==> src/rtl/phy_rx_lane_merge_if.sv <==
// Lane-side bundle for the two-lane receive merger: per-lane symbols in,
// merged words and link status out.
interface phy_rx_lane_merge_if;
  logic [7:0]  data_in_0;
  logic [7:0]  data_in_1;
  logic        valid_in_0;
  logic        valid_in_1;
  logic [31:0] data_out;
  logic        valid_out;
  logic        active_out;
  logic        lane_error;

  modport master (
    output data_in_0, data_in_1, valid_in_0, valid_in_1,
    input  data_out, valid_out, active_out, lane_error
  );

  modport slave (
    input  data_in_0, data_in_1, valid_in_0, valid_in_1,
    output data_out, valid_out, active_out, lane_error
  );
endinterface

==> src/rtl/phy_rx_lane_merge.sv <==
// Two-lane PHY receiver: per-lane COM symbol lock, then merges two beats of
// byte pairs into one 32-bit word for the link layer.
module phy_rx_lane_merge #(
  parameter logic [7:0]  COM_SYMBOL = 8'hBC,
  parameter int unsigned SYNC_COUNT = 4
) (
  input logic                clk_2f,
  input logic                reset,
  phy_rx_lane_merge_if.slave lane_if
);

  localparam logic [3:0] SyncCnt = 4'(SYNC_COUNT);

  typedef enum logic {LnHunt, LnLocked} lane_st_e;
  typedef enum logic {MgIdle, MgHalf}   merge_st_e;

  lane_st_e    r_lane_st [2];
  lane_st_e    w_lane_st_nxt [2];
  logic [3:0]  r_cnt [2];
  logic [3:0]  w_cnt_nxt [2];
  logic [7:0]  w_data [2];
  logic [1:0]  w_valid;
  logic [1:0]  w_sym_com;
  logic [1:0]  w_loss;

  merge_st_e   r_mg, w_mg_nxt;
  logic [7:0]  r_hi0, r_hi1, w_hi0_nxt, w_hi1_nxt;
  logic [31:0] r_data_out, w_data_nxt;
  logic        r_valid_out, w_valid_nxt;
  logic        r_active, r_lane_error;
  logic        w_both_locked, w_run, w_mismatch;

  assign w_data[0]    = lane_if.data_in_0;
  assign w_data[1]    = lane_if.data_in_1;
  assign w_valid      = {lane_if.valid_in_1, lane_if.valid_in_0};
  assign w_sym_com[0] = (lane_if.data_in_0 == COM_SYMBOL);
  assign w_sym_com[1] = (lane_if.data_in_1 == COM_SYMBOL);

  assign w_both_locked = (r_lane_st[0] == LnLocked) && (r_lane_st[1] == LnLocked);
  // Gate on the live lane states too: active_out lags a lock loss by one cycle.
  assign w_run         = r_active && w_both_locked;

  always_comb begin
    for (int i = 0; i < 2; i++) begin
      w_lane_st_nxt[i] = r_lane_st[i];
      w_cnt_nxt[i]     = r_cnt[i];
      w_loss[i]        = 1'b0;
      case (r_lane_st[i])
        LnHunt: begin
          if (!w_valid[i] && w_sym_com[i]) begin
            if ((r_cnt[i] + 4'd1) == SyncCnt) begin
              w_lane_st_nxt[i] = LnLocked;
              w_cnt_nxt[i]     = 4'd0;
            end else begin
              w_cnt_nxt[i] = r_cnt[i] + 4'd1;
            end
          end else begin
            w_cnt_nxt[i] = 4'd0;
          end
        end
        LnLocked: begin
          if (!w_valid[i] && !w_sym_com[i]) begin
            w_lane_st_nxt[i] = LnHunt;
            w_cnt_nxt[i]     = 4'd0;
            w_loss[i]        = 1'b1;
          end
        end
        default: begin
          w_lane_st_nxt[i] = LnHunt;
          w_cnt_nxt[i]     = 4'd0;
        end
      endcase
    end
  end

  always_comb begin
    w_mg_nxt    = r_mg;
    w_hi0_nxt   = r_hi0;
    w_hi1_nxt   = r_hi1;
    w_data_nxt  = r_data_out;
    w_valid_nxt = 1'b0;
    w_mismatch  = 1'b0;
    if (!w_run || (|w_loss)) begin
      w_mg_nxt  = MgIdle;
      w_hi0_nxt = 8'd0;
      w_hi1_nxt = 8'd0;
    end else if (&w_valid) begin
      if (r_mg == MgIdle) begin
        w_mg_nxt  = MgHalf;
        w_hi0_nxt = w_data[0];
        w_hi1_nxt = w_data[1];
      end else begin
        w_mg_nxt    = MgIdle;
        w_data_nxt  = {r_hi0, r_hi1, w_data[0], w_data[1]};
        w_valid_nxt = 1'b1;
        w_hi0_nxt   = 8'd0;
        w_hi1_nxt   = 8'd0;
      end
    end else if (^w_valid) begin
      w_mismatch = 1'b1;
      w_mg_nxt   = MgIdle;
      w_hi0_nxt  = 8'd0;
      w_hi1_nxt  = 8'd0;
    end
  end

  always_ff @(posedge clk_2f) begin
    if (reset) begin
      for (int i = 0; i < 2; i++) begin
        r_lane_st[i] <= LnHunt;
        r_cnt[i]     <= 4'd0;
      end
      r_mg         <= MgIdle;
      r_hi0        <= 8'd0;
      r_hi1        <= 8'd0;
      r_data_out   <= 32'd0;
      r_valid_out  <= 1'b0;
      r_active     <= 1'b0;
      r_lane_error <= 1'b0;
    end else begin
      for (int i = 0; i < 2; i++) begin
        r_lane_st[i] <= w_lane_st_nxt[i];
        r_cnt[i]     <= w_cnt_nxt[i];
      end
      r_mg         <= w_mg_nxt;
      r_hi0        <= w_hi0_nxt;
      r_hi1        <= w_hi1_nxt;
      r_data_out   <= w_data_nxt;
      r_valid_out  <= w_valid_nxt;
      r_active     <= w_both_locked;
      r_lane_error <= (|w_loss) | w_mismatch;
    end
  end

  assign lane_if.data_out   = r_data_out;
  assign lane_if.valid_out  = r_valid_out;
  assign lane_if.active_out = r_active;
  assign lane_if.lane_error = r_lane_error;

endmodule

==> src/flat_wrapper.sv <==
// flat-port wrapper written by rule: the top's interface ports become plain ports
module phy_rx_lane_merge_flat 
#(
  parameter logic [7:0]  COM_SYMBOL = 8'hBC,
  parameter int unsigned SYNC_COUNT = 4
)
  (clk_2f, reset, lane_if_data_in_0, lane_if_data_in_1, lane_if_valid_in_0, lane_if_valid_in_1, lane_if_data_out, lane_if_valid_out, lane_if_active_out, lane_if_lane_error);
  phy_rx_lane_merge_if lane_if_i ();
  input logic clk_2f;
  input logic reset;
  input wire logic [$bits(lane_if_i.data_in_0)-1:0] lane_if_data_in_0;
  input wire logic [$bits(lane_if_i.data_in_1)-1:0] lane_if_data_in_1;
  input wire logic [$bits(lane_if_i.valid_in_0)-1:0] lane_if_valid_in_0;
  input wire logic [$bits(lane_if_i.valid_in_1)-1:0] lane_if_valid_in_1;
  output wire logic [$bits(lane_if_i.data_out)-1:0] lane_if_data_out;
  output wire logic [$bits(lane_if_i.valid_out)-1:0] lane_if_valid_out;
  output wire logic [$bits(lane_if_i.active_out)-1:0] lane_if_active_out;
  output wire logic [$bits(lane_if_i.lane_error)-1:0] lane_if_lane_error;
  assign lane_if_i.data_in_0 = lane_if_data_in_0;
  assign lane_if_i.data_in_1 = lane_if_data_in_1;
  assign lane_if_i.valid_in_0 = lane_if_valid_in_0;
  assign lane_if_i.valid_in_1 = lane_if_valid_in_1;
  assign lane_if_data_out = lane_if_i.data_out;
  assign lane_if_valid_out = lane_if_i.valid_out;
  assign lane_if_active_out = lane_if_i.active_out;
  assign lane_if_lane_error = lane_if_i.lane_error;
  phy_rx_lane_merge #(.COM_SYMBOL(COM_SYMBOL), .SYNC_COUNT(SYNC_COUNT)) u_core (.clk_2f(clk_2f), .reset(reset), .lane_if(lane_if_i));
endmodule
==> config.mk <==
export PLATFORM = sky130hd
export DESIGN_NAME = phy_rx_lane_merge_flat
export DESIGN_NICKNAME = d
export VERILOG_FILES = /design/src/rtl/phy_rx_lane_merge_if.sv /design/src/rtl/phy_rx_lane_merge.sv /design/src/flat_wrapper.sv
export SDC_FILE = /design/constraint.sdc
export NUM_CORES = 1
export LEC_CHECK = 0
export CORE_UTILIZATION = 53
export CTS_CLUSTER_DIAMETER = 120
export DETAILED_ROUTE_END_ITERATION = 10
export GPL_TIMING_DRIVEN = 0
export PLACE_DENSITY = 0.91
export SLEW_MARGIN = 20
export SYNTH_ARGS = -nofsm -noshare
export SYNTH_HDL_FRONTEND = slang
export SYNTH_SLANG_ARGS = --single-unit
==> constraint.sdc <==
create_clock -name clk_2f -period 3 [get_ports clk_2f]
set_input_delay 0.45 -clock clk_2f [delete_from_list [all_inputs] [get_ports clk_2f]]
set_output_delay 0.45 -clock clk_2f [all_outputs]
set_load 0.02 [all_outputs]
==> qor.yml <==
outcome: "completed"
syn_area_mm2: 0.00246
antenna-diode-count: 0
holdPathEnd: "u_core.lane_if.data_out[27]$_SDFFE_PP0P_"
slew_violations: 0
fp.coreArea_mm2: 0.00441
path_class: "primary input to flop"
die_h_um: 70.1
yosysTopAreaCellShare_pct: 50.5
htreeDepth: 3
netlist_top_cells_count: "nand2_1, dfxtp_1, a21oi_1"
postRouteAntennaNets: 0
cts_resized: 0
ios: 55
leakagePower_nw: 1.07
routedWlPerCell_um: 14.4
grt_setup_unrepaired: "no"
dieWidth_um: 70.1
yosysSeqAreaShare_pct: 50.5
reg2reg_slack_ns: 1.24
vdd_drop_max_mv: 0.318
wl_met1_mm: 2.60
grt_pass1_wl_mm: 9.61
grt_pass1_vias: 2116
synth_fp_nets: 313
hold_violations: 0
setup_viol: 0
synth_top_family_by_area: "simple AND/OR/NAND/NOR gates"
post-route-util_pct: 73.8
synthAdderAreaFrac_pct: 3.05
dp_cells: 392
grt_usage_pct: 25.2
fin_tns_setup_ns: 0
num_vias: 2270
synthCells: 287
top_layer: "met4"
crit_buf_inv: 4
fin_nets: 377
wl_mm: 5.87
hpwl_mm: 4.22
grt_max_degree: 11
synthSimpleGateAreaFrac_pct: 24.3
place_congestion: 0.864
arrival_ns: 2.83
yosysMostFrequentCell: "nand2_1"
r2r_cells: 7
synthMuxAreaShare_pct: 0
dieArea_mm2: 0.00492
cts_tree: "yes"
fin_crit_sh_pct: 85.0
period_minus_slack_ns: 2.55
vias_per_cell: 5.56
crit_fanout: 10
synthArstFlopShare_pct: 0
synth-edff-count: 0
row_count: 24
ys_types: 32
synth-compound-area-share_pct: 17.8
r2r_start: "u_core.r_lane_st[0][1]$_SDFF_PP0_"
wl_met3_um: 279
worstSkewPairLatency_ns: 0.33
clock_tree.root_cell: "clkbuf_8"
start_util_pct: 55.7
finClkSkew_ns: 0.00724
fin_total_pwr_w: 0.00164
r2r-end: "u_core.lane_if.data_out[28]$_SDFFE_PP0P_"
postSynthAreaPerCell_um2: 8.57
wl_met2_mm: 2.86
cts_num_sinks: 62
critPathSlowestCell: "clkdlybuf4s50_1"
worst_setup_path_end_kind: "flop"
drc: 0
netlist_top_cells_area: "dfxtp_1, nand2_1, a21oi_1"
hp-start: "u_core.r_hi0[3]$_SDFFE_PP0P_"
instances_no_fill: 408
synth_area_leader_cell: "dfxtp_1"
ys_seq_elements: 62
cts_buffer_depth: 2
synth_flop_cell: "dfxtp_1"
syn2layout_area_growth_pct: 32.4
yosysWarnings: 0
fmax_ghz: 0.392
power_density_mw_per_mm2: 504
min_path_type: "flop to flop"
cap_violations: 0
antenna_found_initial: 0
synth-xor-area-share_pct: 0.356
cts_setup_buffers: 0
dr.pass1.iters: 5
worstMarginPinSlew_ns: 0.558
drive_gt1_share_pct: 7.30
grt_overflow: 0
portBuffers: 53
crit_required_ns: 3.28
clk_pin_slew_ns: 0.07
relSlewSlack_pct: 62.6
path_cells: "clkdlybuf4s50_1 > inv_1 > ha_1 > clkbuf_1 > nor3b_2 > clkbuf_1 > a22oi_1 > nor2_1"
crit_top_cell: "clkbuf_1"
hold_depth: 2
crit_family: "buffers and inverters"
cts_buffers: 9
drt_iter0_markers: 202
holdBufCountCts: 0
crit_path_max_incr_delay_ns: 0.60
critPathLaunchType: "primary input"
==> stage by stage <==
step                      setup slack (ns)  hold slack (ns)  cell area (um^2)
after floorplan                       1.23            0.432              2460
after global placement               0.248            0.441              3060
after detailed placement             0.211            0.445              3060
after CTS                            0.517            0.454              3260
after global routing                 0.325            0.475              3260
final                                0.449            0.451              3260
==> kinds of logic after synthesis <==
group | count (synthesis)
AOI/OAI and AO/OA | 69
DFF | 62
xor gates and xnor gates | 1
adders and majority gates | 6
and+or+nand+nor | 124
buffers and inverters | 25
==> how the worst max path moves through the flow <==
stage / from / endpoint / cells past startpoint
6_report: lane_if_valid_in_1 / u_core.r_hi0[5]$_SDFFE_PP0P_ / 8
2_1_floorplan: lane_if_valid_in_1 / u_core.r_hi1[1]$_SDFFE_PP0P_ / 7
5_1_grt: lane_if_valid_in_1 / u_core.r_hi0[5]$_SDFFE_PP0P_ / 8
3_5_place_dp: lane_if_valid_in_1 / u_core.r_hi1[6]$_SDFFE_PP0P_ / 8
3_3_place_gp: lane_if_valid_in_1 / u_core.r_hi0[6]$_SDFFE_PP0P_ / 8
4_1_cts: lane_if_valid_in_1 / u_core.r_hi0[5]$_SDFFE_PP0P_ / 8
==> area by class of cell <==
type,count,area [um^2]
Clock inverter,3,42.5
Clock buffer,13,159
Inverter,7,26.3
Fill cell,323,1160
Sequential cell,62,1240
Tap cell,52,65.1
Multi-Input combinational cell,200,1120
Buffer,18,73.8
Timing Repair Buffer,53,531
==> flip-flops by register name, indices dropped and copies added, names as in the netlist <==
signal,cells
u_core.r_mg,1
u_core.lane_if.data_out,32
u_core.r_cnt,8
u_core.lane_if.valid_out,1
u_core.r_hi1,8
u_core.r_hi0,8
u_core.r_lane_st,2
u_core.lane_if.lane_error,1
u_core.lane_if.active_out,1
==> worst reg2reg max path, delay by kind of cell, from the launching register on <==
kind	cells	cell delay, ns
compound gates	1	0.07
simple gates	3	0.59
flops	1	0.31
buf+inv	3	0.65
==> layer usage <==
layer,track usage (%),up-vias
met2,40.8,67
li1,-,1115
met1,31.2,1075
met5,0,-
met3,6.64,13
met4,11.6,0
==> layout by cell type, fill, tap and decap left out, drive strengths merged <==
master,count
o21ai,2
ha,6
o22a,1
clkbuf,28
dfxtp,62
clkinvlp,1
nand4,1
o221a,1
a22oi,17
o311ai,1
buf,3
or3b,1
nand3,12
clkdlybuf4s50,53
nor2b,4
xnor2,1
clkinv,1
a31oi,3
inv,7
o221ai,3
nand2,68
and4,1
a32oi,2
a21oi,39
bufinv,1
nor3,1
nand4bb,2
nor2,27
nor3b,1
nand4b,2
or4b,1
or2,1
nor4,2
==> power breakdown <==
part	internal (W)	switching [W]	total [W]	leakage (nW)
Combinational	0.0000322	0.0000435	0.0000757	0.474
Clock	0.000428	0.000315	0.000744	0.0996
Sequential	0.000823	0.0000000452	0.000823	0.499
No activity file was read; power rests on OpenSTA's default activity.
==> edit 1 (same settings) <==
`COM_SYMBOL` is set to 8'hBC in 2 places; all go to 8'h5E.
--- a/src/rtl/phy_rx_lane_merge.sv
+++ b/src/rtl/phy_rx_lane_merge.sv
@@ -1,7 +1,7 @@
 // Two-lane PHY receiver: per-lane COM symbol lock, then merges two beats of
 // byte pairs into one 32-bit word for the link layer.
 module phy_rx_lane_merge #(
-  parameter logic [7:0]  COM_SYMBOL = 8'hBC,
+  parameter logic [7:0]  COM_SYMBOL = 8'h5E,
   parameter int unsigned SYNC_COUNT = 4
 ) (
   input logic                clk_2f,
--- a/src/flat_wrapper.sv
+++ b/src/flat_wrapper.sv
@@ -1,7 +1,7 @@
 // flat-port wrapper written by rule: the top's interface ports become plain ports
 module phy_rx_lane_merge_flat 
 #(
-  parameter logic [7:0]  COM_SYMBOL = 8'hBC,
+  parameter logic [7:0]  COM_SYMBOL = 8'h5E,
   parameter int unsigned SYNC_COUNT = 4
 )
   (clk_2f, reset, lane_if_data_in_0, lane_if_data_in_1, lane_if_valid_in_0, lane_if_valid_in_1, lane_if_data_out, lane_if_valid_out, lane_if_active_out, lane_if_lane_error);
Behaviour: not the same (Yosys sat finds a counterexample within 10 cycles, from zero or initial values and one cycle with reset high).
==> edit 1 against the unedited design <==
  * Count of clock-buffer cells in the layout is 2 lower
  * Fmax is 0.24% higher
  * Largest power group unchanged
  * Via count is 3.9% higher
  * Non-clock buffer count stayed put
  * Synthesized area is 1.5% lower
  * Final area is 0.35% lower
  * Largest cell class unchanged
  * Power is 4.3% higher
  * First-iteration DRC count is 8.9% higher
  * Critical path depth stayed put
  * Worst setup slack better by 6.2 ps
  * Clock skew is 2.7 ps higher
  * Sequential cell count stayed put
  * Routed wire length is 8.1% higher
==> edit 1: results (changes against the unedited design) <==
The run gives 10100 um (was 9610 um) as the wire length of the first global-routing pass. The reg2reg setup slack was 960 ps (was 1240 ps). The sequential cell area fraction in the yosys report was 0.512 (was 0.505). The run gives 0 (unchanged) as the number of setup buffers added after CTS. The flow ran to the end, and the final reports show no timing, DRC or antenna violations. For the HPWL after detailed placement, the log shows 4440 um (was 4220 um). The tools report the fraction of met1 tracks used by global routing as 0.319 (was 0.312). For the total number of H-tree levels, the log shows 3 (unchanged). The tools report the reg-to-reg startpoint as u_core.r_lane_st[0][0] (was u_core.r_lane_st[0][1]). The global router's overall resource usage is 0.275 (was 0.252). Leading cell types by count after synthesis: nand2_1 (68), dfxtp_1 (62), a21oi_1 (39) (unchanged). The post-layout net count was 377 (unchanged). The share of cells above drive strength 1 came out at 0.0674 (was 0.0730). The count of routing violations after the opening detailed-route iteration came out at 220 (was 202). The tools report the origin of the worst setup path as lane_if_valid_in_0 (was lane_if_valid_in_1). Final weighted congestion in routability-driven placement: 0.848 (was 0.864).

Count of TritonRoute iterations in the first routing pass: 8 (was 5). The run gives 0.000483 V (was 0.000318 V) as the maximum ir drop on the vdd rail. The met3 track utilization from global routing is 0.0930 (was 0.0664).

For the cell leakage power, the log shows 1.06 nW (was 1.07 nW). Launch instance of the worst min-delay path: u_core.lane_if.data_out[3] (was u_core.r_hi0[3]). Signal arrival time at the worst endpoint: 2820 ps (was 2830 ps).

Leading cell types by total area after synthesis: dfxtp_1 (51%), nand2_1 (11%), a21oi_1 (8.1%) (was dfxtp_1 (50%), nand2_1 (10%), a21oi_1 (7.9%)). The number of global-route vias before repair was 2164 (was 2116); the async set-or-reset flop fraction in the synthesized netlist was 0 (unchanged). The number of input and output port buffers inserted is 53 (unchanged).

The number of warnings printed during yosys synthesis was 0 (unchanged); the clock period minus worst slack was 2540 ps (was 2550 ps). The tools report the total length of routed wires as 6350 um (was 5870 um). Worst setup path endpoint: u_core.r_hi1[6] (was u_core.r_hi0[5]). The clock buffer count from CTS is 9 (unchanged). The tools report the endpoint of the most critical register-to-register path as u_core.lane_if.data_out[31] (was u_core.lane_if.data_out[28]). The logs give 340 ps for the insertion delay to the later sink of the worst-skew pair and 0.619 (was 0.626) for the worst slew slack as a fraction of its limit. Routing usage on met2: 0.440 (was 0.408). The filler cell count was 312 (was 323); the largest net degree at the start of global routing was 12 (was 11). The logic depth of the worst register-to-register path works out to 6 (was 7). Most common flop cell mapped by yosys: dfxtp_1 (unchanged). The final setup skew is 9.93 ps (was 7.24 ps), and the net count after synthesis is 313 (unchanged). The run gives 0 (unchanged) as the number of diodes. The post-cts resize count was 0 (unchanged); the worst slack at placement was -110 ps (was 211 ps). The tools report the count of unique library cells instantiated by Yosys as 33 (was 32). The largest fanout on the critical path came out at 10 (unchanged). For the detailed-route via count, the log shows 2358 (was 2270).
[edit 1: kinds of logic after synthesis]
| group | synth area share |
|---|---|
| simple gates | 0.235 |
| flops | 0.512 |
| xor+xnor | 0.00362 |
| buf+inv | 0.0393 |
| fa+ha+maj | 0.0310 |
| compound gates | 0.179 |
[edit 1: worst max-delay path, cell delays in order]
cell and delay, ps:
clkdlybuf4s50_1 590, inv_1 120, ha_1 200, clkbuf_1 230
nor3b_2 560, clkbuf_1 420, a22oi_1 130, nor2_1 120
[edit 1: worst min-delay path by stage]
stage | slack [ps] | to | cells after the start
4_1_cts | 460 | u_core.lane_if.data_out[3] | 2
2_1_floorplan | 430 | u_core.lane_if.data_out[16] | 2
3_5_place_dp | 450 | u_core.lane_if.data_out[31] | 2
3_3_place_gp | 440 | u_core.lane_if.data_out[22] | 2
5_1_grt | 480 | u_core.lane_if.data_out[1] | 2
6_report | 460 | u_core.lane_if.data_out[3] | 2
[edit 1: layer usage]
layer,part of all wire,vias up
met4,0.052,0
met5,0,-
li1,-,1119
met3,0.064,37
met2,0.48,113
met1,0.41,1089
[edit 1: layout make-up]
class / count / area [um^2] / area share
Buffer: 18 / 68.8 / 0.0212
Clock inverter: 5 / 81.3 / 0.0251
Clock buffer: 11 / 141 / 0.0436
Sequential cell: 62 / 1240 / 0.382
Tap cell: 52 / 65.1 / 0.0200
Timing Repair Buffer: 53 / 531 / 0.163
Inverter: 7 / 26.3 / 0.00810
Multi-Input combinational cell: 200 / 1090 / 0.336
[edit 1: through the flow]
| stage | setup TNS (ps) | hold WS (ps) | total power, mW | area [um^2] | cells |
|---|---|---|---|---|---|
| detailed placement | -946 | 446 | 0.915 | 3020 | 392 |
| finish | 0 | 456 | 1.71 | 3250 | 408 |
| CTS | 0 | 457 | 1.71 | 3240 | 408 |
| global placement | 0 | 439 | 0.913 | 3020 | 392 |
| global route | 0 | 476 | 1.76 | 3250 | 408 |
| floorplan | 0 | 432 | 0.869 | 2420 | 287 |
[edit 1: power by group]
group | switching, mW | total (mW) | internal, mW | leakage, nW
Sequential | 0.0000462 | 0.823 | 0.823 | 0.499
Clock | 0.321 | 0.813 | 0.492 | 0.110
Combinational | 0.0453 | 0.0768 | 0.0315 | 0.451
Total | 0.367 | 1.71 | 1.35 | 1.06
==> edit 2 (same flow settings) <==
Made on the original files. Take the reset off `r_data_out` and load it in a clocked block of its own.
--- a/src/rtl/phy_rx_lane_merge.sv
+++ b/src/rtl/phy_rx_lane_merge.sv
@@ -113,7 +113,6 @@
       r_mg         <= MgIdle;
       r_hi0        <= 8'd0;
       r_hi1        <= 8'd0;
-      r_data_out   <= 32'd0;
       r_valid_out  <= 1'b0;
       r_active     <= 1'b0;
       r_lane_error <= 1'b0;
@@ -125,11 +124,14 @@
       r_mg         <= w_mg_nxt;
       r_hi0        <= w_hi0_nxt;
       r_hi1        <= w_hi1_nxt;
-      r_data_out   <= w_data_nxt;
       r_valid_out  <= w_valid_nxt;
       r_active     <= w_both_locked;
       r_lane_error <= (|w_loss) | w_mismatch;
     end
+  end
+
+  always_ff @(posedge clk_2f) begin
+    r_data_out <= w_data_nxt;
   end
 
   assign lane_if.data_out   = r_data_out;
Function: differs if reset is asserted again (counterexample within 10 cycles, from zero or initial values and one cycle with reset high); with reset held inactive, the same outputs for 10 cycles.
==> edit 2 against the unedited design <==
  * Routed wire length fell by 15%
  * Sequential power increased by 7.7%
  * Power is 4.6% lower
  * Worst setup slack worse by 5.4 ps
  * Register-to-register slack worse by 330 ps
  * Sequential cell count did not move
  * Final area is 4.5% lower
  * Synthesized area decreased by 6.3%
  * Critical path type unchanged
==> edit 2: results (changes against the unedited design) <==
For the maximum ir drop on the vdd rail, the log shows 0.000413 V (was 0.000318 V). The worst slew slack as a fraction of its limit was 0.323 (was 0.626); the detailed-route via count was 1690 (was 2270). For the cell leakage power, the log shows 1.00 nW (was 1.07 nW). The worst-case hold path end point was u_core.lane_if.data_out[22] (was u_core.lane_if.data_out[27]).

The number of flops mapped to enable cells by yosys is 32 (was 0), and the switching power share of the total is 0.211 (was 0.219). The logs give 0.826 (was 0.864) for the final weighted congestion in routability-driven placement and 247 (was 323) for the filler cell count. Endpoint of the most critical register-to-register path: u_core.r_cnt[0][0] (was u_core.lane_if.data_out[28]). Final setup skew: 9.12 ps (was 7.24 ps). The most common flop cell mapped by yosys was edfxtp_1 (was dfxtp_1). The logs give 207 (was 313) for the net count after synthesis and 910 ps (was 1240 ps) for the reg2reg setup slack. Leading cell types by count after synthesis: edfxtp_1 (32), dfxtp_1 (30), nor2_1 (27) (was nand2_1 (68), dfxtp_1 (62), a21oi_1 (39)). The run gives 0.00294 mm^2 (was 0.00306 mm^2) as the total cell area at the placement stage. The logic depth of the worst register-to-register path came out at 4 (was 7).

Sequential cell area fraction in the yosys report: 0.678 (was 0.505). The instance count along the most critical hold path is 0 (was 2). The share of cells above drive strength 1 is 0.0873 (was 0.0730).

The signal arrival time at the worst endpoint came out at 2820 ps (was 2830 ps). The logs give 0 (unchanged) for the post-cts resize count and 4 (was 5) for the count of TritonRoute iterations in the first routing pass. Leading cell types by total area after synthesis: edfxtp_1 (42%), dfxtp_1 (26%), a22oi_1 (5.5%) (was dfxtp_1 (50%), nand2_1 (10%), a21oi_1 (7.9%)).

The wire length of the first global-routing pass was 7750 um (was 9610 um). The run finished with clean final reports. For the post-layout net count, the log shows 273 (was 377).

The tools report the reg-to-reg startpoint as u_core.r_lane_st[0][0] (was u_core.r_lane_st[0][1]). The largest net degree at the start of global routing is 26 (was 11), and the number of global-route vias before repair is 1641 (was 2116). The total number of H-tree levels is 3 (unchanged), and the count of unique library cells instantiated by Yosys is 33 (was 32). The tools report the HPWL after detailed placement as 3340 um (was 4220 um).

The count of routing violations after the opening detailed-route iteration is 181 (was 202).
## edit 2: cell count changes in the layout (fill, tap and decap cells not counted), sizes merged, moves of 4 or more
cell    before  now
a21oi       39    5
clkbuf      28   18
dfxtp       62   30
edfxtp       0   32
nand2       68    4
o211ai       0    4
## edit 2: worst max-delay path, delay by kind of cell
kind / cells / cell delay (ps)
adder cells (fa/ha/maj): 1 / 200
buffers and inverters: 4 / 1340
AO/OA/AOI/OAI: 1 / 160
AND/OR/NAND/NOR: 2 / 680
## edit 2: area by class of cell
cell class              instances  area (um^2)  area share
flip-flops and latches         62         1560       0.502
multi-input cells             105          697       0.224
repair buffers                 55          568       0.183
clock buffers                  14          153      0.0491
well taps                      50         62.6      0.0201
plain buffers                   7         32.5      0.0105
inverters                       7         26.3     0.00845
clock inverters                 2         8.76     0.00282
## edit 2: power by group through the flow
stage	registers, mW	logic, mW	clock network [mW]
floorplan	0.905	0.0208	0
global placement	0.905	0.0600	0
detailed placement	0.905	0.0615	0
CTS	0.886	0.0627	0.623
global route	0.886	0.0679	0.651
finish	0.886	0.0636	0.618
## edit 2: metal layers
| layer | share of wire | GRT usage | routed length, um | vias to the layer above |
|---|---|---|---|---|
| li1 | - | - | - | 817 |
| met1 | 0.40 | 0.296 | 2000 | 792 |
| met2 | 0.50 | 0.379 | 2490 | 73 |
| met3 | 0.082 | 0.0817 | 406 | 8 |
| met4 | 0.015 | 0.109 | 74 | 0 |
| met5 | 0 | 0 | 0 | - |
## edit 2: metrics by stage
step / TNS, ps / hold WS (ps) / setup WS, ps / cells
floorplan: 0 / 409 / 629 / 181
global placement: -12720 / 411 / -385 / 285
detailed placement: -811 / 417 / -119 / 286
CTS: 0 / 430 / 145 / 302
global route: 0 / 431 / 277 / 302
finish: 0 / 430 / 444 / 302
## edit 2: cell families after synthesis
kind of cell	Yosys count	share of synthesized area
buffers and inverters	14	0.0255
flip-flops	62	0.678
adder cells (fa/ha/maj)	6	0.0326
AO/OA/AOI/OAI	39	0.124
AND/OR/NAND/NOR	59	0.137
XOR/XNOR	1	0.00380
## edit 2: how the worst max path moves through the flow
| stage | start | to | cells after the start |
|---|---|---|---|
| 2_1_floorplan | u_core.lane_if.active_out | u_core.lane_if.data_out[0] | 2 |
| 3_3_place_gp | lane_if_valid_in_1 | u_core.lane_if.data_out[24] | 3 |
| 3_5_place_dp | lane_if_valid_in_1 | u_core.r_hi1[6] | 8 |
| 4_1_cts | lane_if_valid_in_1 | u_core.r_hi1[6] | 8 |
| 5_1_grt | lane_if_valid_in_1 | u_core.r_hi1[5] | 8 |
| 6_report | lane_if_valid_in_1 | u_core.r_hi1[6] | 8 |
